**config.mk**
```make
export PLATFORM = sky130hd
export DESIGN_NAME = ps2_kbd_rx
export DESIGN_NICKNAME = d
export VERILOG_FILES = /design/src/rtl/ps2_kbd_rx.sv
export SDC_FILE = /design/constraint.sdc
export NUM_CORES = 1
export LEC_CHECK = 0
export BUFFER_PORTS_ARGS = -buffer_cell sky130_fd_sc_hd__buf_2
export CELL_PAD_IN_SITES_DETAIL_PLACEMENT = 1
export CELL_PAD_IN_SITES_GLOBAL_PLACEMENT = 1
export CORE_UTILIZATION = 48
export DETAILED_ROUTE_END_ITERATION = 10
export HOLD_SLACK_MARGIN = 0.06
export PLACE_DENSITY = 0.87
export RECOVER_POWER = 100
export SLEW_MARGIN = 10
export SYNTH_ARGS = -nofsm -noshare
export SYNTH_HDL_FRONTEND = slang
export SYNTH_SLANG_ARGS = --single-unit
```
**constraint.sdc**
```tcl
create_clock -name clk -period 3.85 [get_ports clk]
set_clock_uncertainty 0.15 [all_clocks]
set_input_delay 0.5775 -clock clk [delete_from_list [all_inputs] [get_ports clk]]
set_output_delay 0.5775 -clock clk [all_outputs]
set_load 0.03 [all_outputs]
```
**src/rtl/ps2_kbd_rx.sv**
```systemverilog
// ps2_kbd_rx -- PS/2 keyboard receiver.
//
// Synchronises and de-glitches the raw keyboard clock/data lines, assembles
// 11-bit frames (start, 8 data bits LSB-first, odd parity, stop) with a
// per-frame timeout, folds the E0/F0 prefixes into single key events and
// keeps a short history of pressed keys with auto-repeat suppression.
//
// Ports:
//   clk        in   system clock
//   rst_n      in   synchronous reset, active-low
//   kbclk      in   raw PS/2 clock (asynchronous)
//   in         in   raw PS/2 data (asynchronous)
//   code_valid out  one-cycle pulse, key event available
//   code       out  scan code of the last event (prefixes stripped)
//   ext        out  last event carried the E0 prefix
//   brk        out  last event was a release (F0 prefix)
//   frame_err  out  one-cycle pulse on parity, stop or timeout error
//   history    out  pressed-key history, [7:0] newest
module ps2_kbd_rx #(
  parameter int SYNC_STAGES = 2,
  parameter int DEB_CYCLES  = 4,
  parameter int TIMEOUT     = 50000,
  parameter int N_BYTES     = 2
) (
  input  logic                   clk,
  input  logic                   rst_n,
  input  logic                   kbclk,
  input  logic                   in,
  output logic                   code_valid,
  output logic [7:0]             code,
  output logic                   ext,
  output logic                   brk,
  output logic                   frame_err,
  output logic [8*N_BYTES-1:0]   history
);

  localparam int DW = (DEB_CYCLES > 1) ? $clog2(DEB_CYCLES) : 1;
  localparam int TW = (TIMEOUT > 1) ? $clog2(TIMEOUT) : 1;
  localparam logic [DW-1:0] DEB_MAX = DW'(DEB_CYCLES - 1);
  localparam logic [TW-1:0] TMO_MAX = TW'(TIMEOUT - 1);

  typedef enum logic [1:0] {
    S_IDLE,
    S_DATA,
    S_PARITY,
    S_STOP
  } state_t;

  // ------------------------------------------------------------------
  // Input synchronisers (reset to the idle-high line level)
  // ------------------------------------------------------------------
  logic [SYNC_STAGES-1:0] kbclk_sync_q;
  logic [SYNC_STAGES-1:0] in_sync_q;
  logic                   kbclk_s;
  logic                   in_s;

  always_ff @(posedge clk) begin
    if (!rst_n) begin
      kbclk_sync_q <= '1;
      in_sync_q    <= '1;
    end else begin
      kbclk_sync_q <= {kbclk_sync_q[SYNC_STAGES-2:0], kbclk};
      in_sync_q    <= {in_sync_q[SYNC_STAGES-2:0], in};
    end
  end

  assign kbclk_s = kbclk_sync_q[SYNC_STAGES-1];
  assign in_s    = in_sync_q[SYNC_STAGES-1];

  // ------------------------------------------------------------------
  // kbclk filter and falling-edge strobe.
  // deb_cnt_q counts consecutive cycles the synchronised clock disagrees
  // with the filtered one; the filtered level flips on the DEB_CYCLES-th.
  // strobe_q is high in the first cycle the filtered clock reads 0.
  // ------------------------------------------------------------------
  logic          filt_q;
  logic [DW-1:0] deb_cnt_q;
  logic          strobe_q;

  always_ff @(posedge clk) begin
    if (!rst_n) begin
      filt_q    <= 1'b1;
      deb_cnt_q <= '0;
      strobe_q  <= 1'b0;
    end else begin
      strobe_q <= 1'b0;
      if (kbclk_s != filt_q) begin
        if (deb_cnt_q == DEB_MAX) begin
          filt_q    <= kbclk_s;
          deb_cnt_q <= '0;
          strobe_q  <= ~kbclk_s;
        end else begin
          deb_cnt_q <= deb_cnt_q + 1'b1;
        end
      end else begin
        deb_cnt_q <= '0;
      end
    end
  end

  // ------------------------------------------------------------------
  // Frame FSM, prefix decode and key history
  // ------------------------------------------------------------------
  state_t                 state_q;
  logic [2:0]             bit_cnt_q;
  logic [7:0]             shift_q;
  logic                   par_q;
  logic [TW-1:0]          tmo_cnt_q;
  logic                   ext_pend_q;
  logic                   brk_pend_q;
  logic [8:0]             lock_q;
  logic                   lock_vld_q;
  logic                   code_valid_q;
  logic [7:0]             code_q;
  logic                   ext_q;
  logic                   brk_q;
  logic                   frame_err_q;
  logic [8*N_BYTES-1:0]   history_q;

  logic                   frame_ok_d;
  logic [8:0]             key_d;
  logic                   new_key_d;
  logic [8*N_BYTES+7:0]   hist_shift_d;

  always_comb begin
    frame_ok_d   = in_s & (^{shift_q, par_q});
    key_d        = {ext_pend_q, shift_q};
    new_key_d    = !lock_vld_q || (lock_q != key_d);
    // Widened by one byte so the shift also works for N_BYTES == 1.
    hist_shift_d = {history_q, shift_q};
  end

  always_ff @(posedge clk) begin
    if (!rst_n) begin
      state_q      <= S_IDLE;
      bit_cnt_q    <= '0;
      shift_q      <= '0;
      par_q        <= 1'b0;
      tmo_cnt_q    <= '0;
      ext_pend_q   <= 1'b0;
      brk_pend_q   <= 1'b0;
      lock_q       <= '0;
      lock_vld_q   <= 1'b0;
      code_valid_q <= 1'b0;
      code_q       <= '0;
      ext_q        <= 1'b0;
      brk_q        <= 1'b0;
      frame_err_q  <= 1'b0;
      history_q    <= '0;
    end else begin
      code_valid_q <= 1'b0;
      frame_err_q  <= 1'b0;

      if (strobe_q) begin
        // A strobe always restarts the timeout, even if it coincides
        // with the terminal count.
        tmo_cnt_q <= '0;
        case (state_q)
          S_IDLE: begin
            if (!in_s) begin
              state_q   <= S_DATA;
              bit_cnt_q <= '0;
            end
          end
          S_DATA: begin
            shift_q   <= {in_s, shift_q[7:1]};
            bit_cnt_q <= bit_cnt_q + 3'd1;
            if (bit_cnt_q == 3'd7) state_q <= S_PARITY;
          end
          S_PARITY: begin
            par_q   <= in_s;
            state_q <= S_STOP;
          end
          S_STOP: begin
            state_q <= S_IDLE;
            if (frame_ok_d) begin
              if (shift_q == 8'hE0) begin
                ext_pend_q <= 1'b1;
              end else if (shift_q == 8'hF0) begin
                brk_pend_q <= 1'b1;
              end else begin
                code_valid_q <= 1'b1;
                code_q       <= shift_q;
                ext_q        <= ext_pend_q;
                brk_q        <= brk_pend_q;
                ext_pend_q   <= 1'b0;
                brk_pend_q   <= 1'b0;
                if (!brk_pend_q) begin
                  // Make: only a key different from the held one enters
                  // the history; repeats of the held key are dropped.
                  if (new_key_d) history_q <= hist_shift_d[8*N_BYTES-1:0];
                  lock_q     <= key_d;
                  lock_vld_q <= 1'b1;
                end else if (lock_vld_q && (lock_q == key_d)) begin
                  lock_vld_q <= 1'b0;
                end
              end
            end else begin
              frame_err_q <= 1'b1;
              ext_pend_q  <= 1'b0;
              brk_pend_q  <= 1'b0;
            end
          end
          default: state_q <= S_IDLE;
        endcase
      end else if (state_q != S_IDLE) begin
        if (tmo_cnt_q == TMO_MAX) begin
          state_q     <= S_IDLE;
          tmo_cnt_q   <= '0;
          frame_err_q <= 1'b1;
          ext_pend_q  <= 1'b0;
          brk_pend_q  <= 1'b0;
        end else begin
          tmo_cnt_q <= tmo_cnt_q + 1'b1;
        end
      end
    end
  end

  assign code_valid = code_valid_q;
  assign code       = code_q;
  assign ext        = ext_q;
  assign brk        = brk_q;
  assign frame_err  = frame_err_q;
  assign history    = history_q;

endmodule

```
-- Word-level counts from Yosys, hierarchy flattened
Cells that the tools add are included.
- word-level logic and storage cells: 104
- input port bits: 4
- register bits after elaboration: 78
- output and inout bits: 28
- bitwise gates (word level): 10
- reduce and logical (&&, ||, !) cells: 24
- equal/unequal tests: 18
- multiplexer cells: 29
- add/subtract/negate cells: 3
- operators by type and width (operator ; number):
    2-to-1 mux 1 bit ; 20
    adder 16 x 1 -> 16 bit (second input constant) ; 1
    equality test 16 bit (second input constant) ; 1
    equality test 8 bit (second input constant) ; 2
    2-to-1 mux 16 bit ; 1
    AND reduction 4 bit ; 3
    AND reduction 6 bit ; 2
    2-to-1 mux 2 bit ; 5
    equality test 9 bit ; 1
    != test 3 bit (second input constant) ; 3
    != test 9 bit ; 1
    NOT 1 bit ; 9
    XOR reduction 9 bit ; 1
    one-hot mux 2 bit (4 select lines) ; 1
    nonzero test 2 bit ; 4
    AND reduction 7 bit ; 1
    equality test 2 bit (second input constant) ; 3
    one-hot mux 3 bit (2 select lines) ; 1
    AND reduction 2 bit ; 3
    AND reduction 3 bit ; 2
    AND reduction 5 bit ; 1
    OR reduction 5 bit ; 1
    != test 2 x 1 -> 1 bit (second input constant) ; 2
    != test 4 bit (second input constant) ; 1
    other kinds (14) ; 14

-- Depth between registers and ports, before layout
- word-level depth: 6
- gate-level depth with buffers: 8
- gate-level depth less buffers: 7

-- Least setup slack after synthesis
Ideal clock, no wire load.
- path kind: reg2reg
- start: register shift_q[7]
- end: register history_q[10], in the netlist history[10]
- data required time: 3.628 ns
- stages on the path, launching flop included: 8
- arrival time: 2.084 ns
- path buffers: 2
- path slack: 1.544 ns
- setup time: 0.072 ns
- clock period less this slack: 2.306 ns
- cell sequence: dfxtp_1 -> buf_6 -> xor3_1 -> a2111oi_4 -> mux2i_2 -> nor3_4 -> buf_6 -> mux2i_1
- word-level cells in the longest chain between the ends: 3
- elaborated cells between the ends (all ways): 9
- those cells by class: 3 x eq/ne; 3 x bitwise; 3 x reduce/logical
- ends and longest elaborated chain (item ; RTL line ; RTL):
    start: declaration ; 106 ; logic [7:0] shift_q;
    start signal: assignment ; 166 ; shift_q <= {in_s, shift_q[7:1]};
    XOR reduction 9 bit (tied with other cells) ; 126 ; frame_ok_d = in_s & (^{shift_q, par_q});
    AND 1 bit (tied with other cells) ; 126 ;
    AND reduction 7 bit (no source line) (*) ; -- ;
    end signal: assignment ; 191 ; if (new_key_d) history_q <= hist_shift_d[8*N_BYTES-1:0];
    end: declaration ; 118 ; logic [8*N_BYTES-1:0] history_q;
Every way passes the cells marked *; elsewhere a longest branch is shown, timed or not.
A chain may end at the register's enable or synchronous reset.

-- Final worst setup path
- start: register shift_q[7]
- end: register history_q[1], in the netlist history[1]
The elaborated chain is that of the path after synthesis.

==> summary.md <==
| Metric | Value |
|---|---|
| Status | finished clean |
| Worst Path Max Fanout | 20 |
| Crit. End Element | flop |
| Setup TNS | 0 ns |
| Post-synth ARST share | 0 |
| Final #Nets | 408 |
| Internal Power | 1180 uW |
| Initial Util | 0.499 |
| Total CTS buffers | 9 |
| Final worst path period share | 0.802 |
| FF+latch count, synth | 78 |
| # Max-Cap Violations | 0 |
| Post-synthesis cell count | ~380 |
| Clock network power share | 0.448 |
| Crit Path Category | reg2reg |
| Slew @ Worst Pin | 1.39 ns |
| Starting DRC count in detailed routing | about 170 |
| Vias | 2,733 |
| Area of the die | between 0.007 and 0.008 mm2 |
| Start point of the critical path | shift_q[7] |
| Total I/O pin count | 32 |
| Initial antenna violation count | 0 |
| Global-route wire length before repair | between 10 and 15 mm |
| Sequential share of power | 0.540 |
| Area Growth Syn to Fin | 9.64% |
| CTS tree | done |
| Final hold vios | 0 |
| FF-to-FF setup slack | 0.76 ns |
| P_leak | between 0.001 and 0.0015 uW |
| GR Util All Layers | 0.235 |
| Vias in the first global route | 2,691 |
| Post-Syn Area | about 0.0034 mm2 |
| Seq/Total Area, Yosys | 0.458 |
| End of the worst hold path | in_sync_q[0] |
| Final Hold Slack | 0.253 ns |
| Maximum VDD drop | 0.251 mV |
| Post-CTS Hold Fix Bufs | 0 |
| Syn Area/Cell | around 9 um2 |
| Hold_sp | in |
| Core area | 0.00683 mm2 |
| Routed len/inst | between 15 and 20 um |
| RePlAce Congestion | 0.809 |
| TritonRoute pass-1 iters | 4 |
| Final wirelength | slightly above 8 mm |
| IO buf count | 31 |
| Total gr overflow | 0 |
| HPWL after DPL | 5.34 mm |
| Row count | 30 |
| PD cells | 401 mW/mm2 |
| Via density | roughly 5.5 |
| HP Class | in2reg |
| Syn Nets | between 300 and 400 |
| Slew headroom | 0.0730 |
| Final ANT Viol Nets | 0 |
| WHS Path Cells | 2 |
| Chip width | ~86 um |
| Reg2reg end | history[1] |
| Setup Buffers After CTS | 0 |
| Clock buffer depth | 2 |
| RSZ-0062 raised after global routing | no |
| Critical R2R Launch | shift_q[7] |
| Ys flop type | dfxtp_1 |
| Synthesis Warnings | 0 |
| CP Data Arrival Time | approximately 3.2 ns |
| P_sw | about 320 uW |
| PostCTS Resize Cnt | 0 |
| Clock Tree Root | clkbuf_8 |
| Startpoint type of the worst setup path | flop |
| Cells on worst reg2reg path | 7 |
| FMAX | approximately 320 MHz |
| Critical Path RT | roughly 4.0 ns |
| Placed Instances | between 400 and 500 |
| Clock slew at reported path FFs | approximately 0.080 ns |
| Largest net degree at the start of global routing | 38 |
| Final setup violation count | 0 |
| Synth unique cells | 49 |
| Final slew viol count | 0 |
| EDFF count, synth | 0 |
| Clock Latency Late Sink | about 0.35 ns |
| Min cycle time layout | 3.09 ns |
| Die Y | 86.3 um |
| Sw frac | 0.216 |
| Combinational power share | 0.012 |
| DRC errors left | 0 |
| Post-route insts no fill | 497 |
| Diode count | 0 |
| Layout cell share with drive strength beyond 1 | 0.0673 |
| H-tree depth | 3 |
| CTS Sinks | 78 |
-- power groups by stage --
| stage | Sequential [uW] | Clock, uW | Combinational [uW] |
|---|---|---|---|
| final | 809 | 671 | 18.4 |
| after global routing | 810 | 717 | 20.6 |
| after CTS | 809 | 675 | 19.3 |
| after detailed placement | 829 | 0 | 19.1 |
| after global placement | 828 | 0 | 18.6 |
| after floorplan | 828 | 0 | 14.7 |
-- routing by layer --
metal / vias to the layer above / share of wire / global-route usage
li1: 1320 / - / -
met1: 1337 / 0.46 / 0.301
met2: 59 / 0.48 / 0.392
met5: - / 0 / 0
met3: 17 / 0.035 / 0.0371
met4: 0 / 0.025 / 0.105
-- synth_stat cells (2+ instances only) --
cell | count | area share
nand2_1 | 61 | 0.067
ha_1 | 8 | 0.029
nor3b_1 | 2 | 0.0044
buf_6 | 2 | 0.0066
buf_2 | 7 | 0.010
xnor2_1 | 20 | 0.051
nand3_1 | 21 | 0.031
o21ai_1 | 7 | 0.010
mux2i_1 | 18 | 0.053
nor2_1 | 22 | 0.024
xnor3_1 | 2 | 0.013
nand2b_1 | 4 | 0.0073
buf_1 | 3 | 0.0033
a32oi_1 | 2 | 0.0051
inv_2 | 2 | 0.0022
or3_1 | 7 | 0.013
xor2_1 | 3 | 0.0077
nand3b_1 | 2 | 0.0044
a21oi_1 | 35 | 0.051
and4b_1 | 3 | 0.0088
mux2_2 | 3 | 0.0099
inv_1 | 8 | 0.0088
nor3_1 | 4 | 0.0059
o21ai_0 | 10 | 0.015
clkbuf_1 | 14 | 0.015
nor4b_1 | 2 | 0.0051
nor4bb_1 | 2 | 0.0059
nand4_1 | 5 | 0.0092
a31oi_1 | 2 | 0.0037
dfxtp_1 | 78 | 0.46
-- critical path, cell delays in order (launching register included) --
cell	delay, ns
dfxtp_1	0.52
xnor3_1	0.47
a2111oi_0	0.68
mux2i_2	0.14
buf_4	0.25
nor3_1	0.21
buf_4	0.31
mux2i_1	0.26
-- stage by stage --
step	instance area [um2]	setup slack, ns	utilization	total power, uW
6_report	3740	0.762	0.548	1500
5_1_grt	3740	0.642	0.548	1550
4_1_cts	3790	1.14	0.555	1500
3_5_place_dp	3580	1.18	0.524	848
3_3_place_gp	3580	1.35	0.524	847
2_1_floorplan	3410	1.54	-	843
-- cell families (layout without fill, tap and decap cells) --
logic type                 after synthesis  count (layout)  synth area share
and+or+nand+nor                        143             143             0.207
DFF                                     78              78             0.458
AOI/OAI and AO/OA                       64              64             0.111
adders and majority gates                8               8            0.0293
buffers and inverters                   37              60            0.0488
xor gates and xnor gates                26              26            0.0792
muxes                                   22              22            0.0667
-- cells in the final DEF (no fill, tap or decap), types with 3 or more instances in the layout --
| cell | n |
|---|---|
| a21oi_1 | 35 |
| and4b_1 | 3 |
| buf_4 | 3 |
| clkbuf_1 | 30 |
| clkbuf_8 | 9 |
| dfxtp_1 | 78 |
| ha_1 | 8 |
| inv_1 | 9 |
| mux2_2 | 3 |
| mux2i_1 | 18 |
| nand2_1 | 61 |
| nand2b_1 | 4 |
| nand3_1 | 21 |
| nand4_1 | 5 |
| nor2_1 | 22 |
| nor3_1 | 5 |
| o21ai_0 | 10 |
| o21ai_1 | 7 |
| or3_1 | 7 |
| xnor2_1 | 20 |
| xor2_1 | 3 |
-- final cells by class --
type / count / area [um2]
well taps: 96 / 120
fillers: 838 / 3090
multi-input cells: 263 / 1670
inverters: 10 / 37.5
clock buffers: 10 / 128
clock inverters: 6 / 86.3
repair buffers: 34 / 141
flip-flops and latches: 78 / 1560
-- worst max-delay path by stage --
stage	endpoint	slack [ns]	cells after the start
floorplan	history[10]	1.54	7
finish	history[1]	0.76	7
global route	deb_cnt_q[1]	0.64	3
global placement	history[8]	1.35	7
detailed placement	history[1]	1.18	7
CTS	history[1]	1.14	7
-- registers in the layout, summed over array words and instances, names as in the netlist, 2 cells and up --
| register | cells |
|---|---|
| bit_cnt_q | 3 |
| code | 8 |
| deb_cnt_q | 2 |
| history | 16 |
| in_sync_q | 2 |
| kbclk_sync_q | 2 |
| lock_q | 9 |
| shift_q | 8 |
| state_q | 2 |
| tmo_cnt_q | 16 |
No activity file was read; power rests on OpenSTA's default activity.
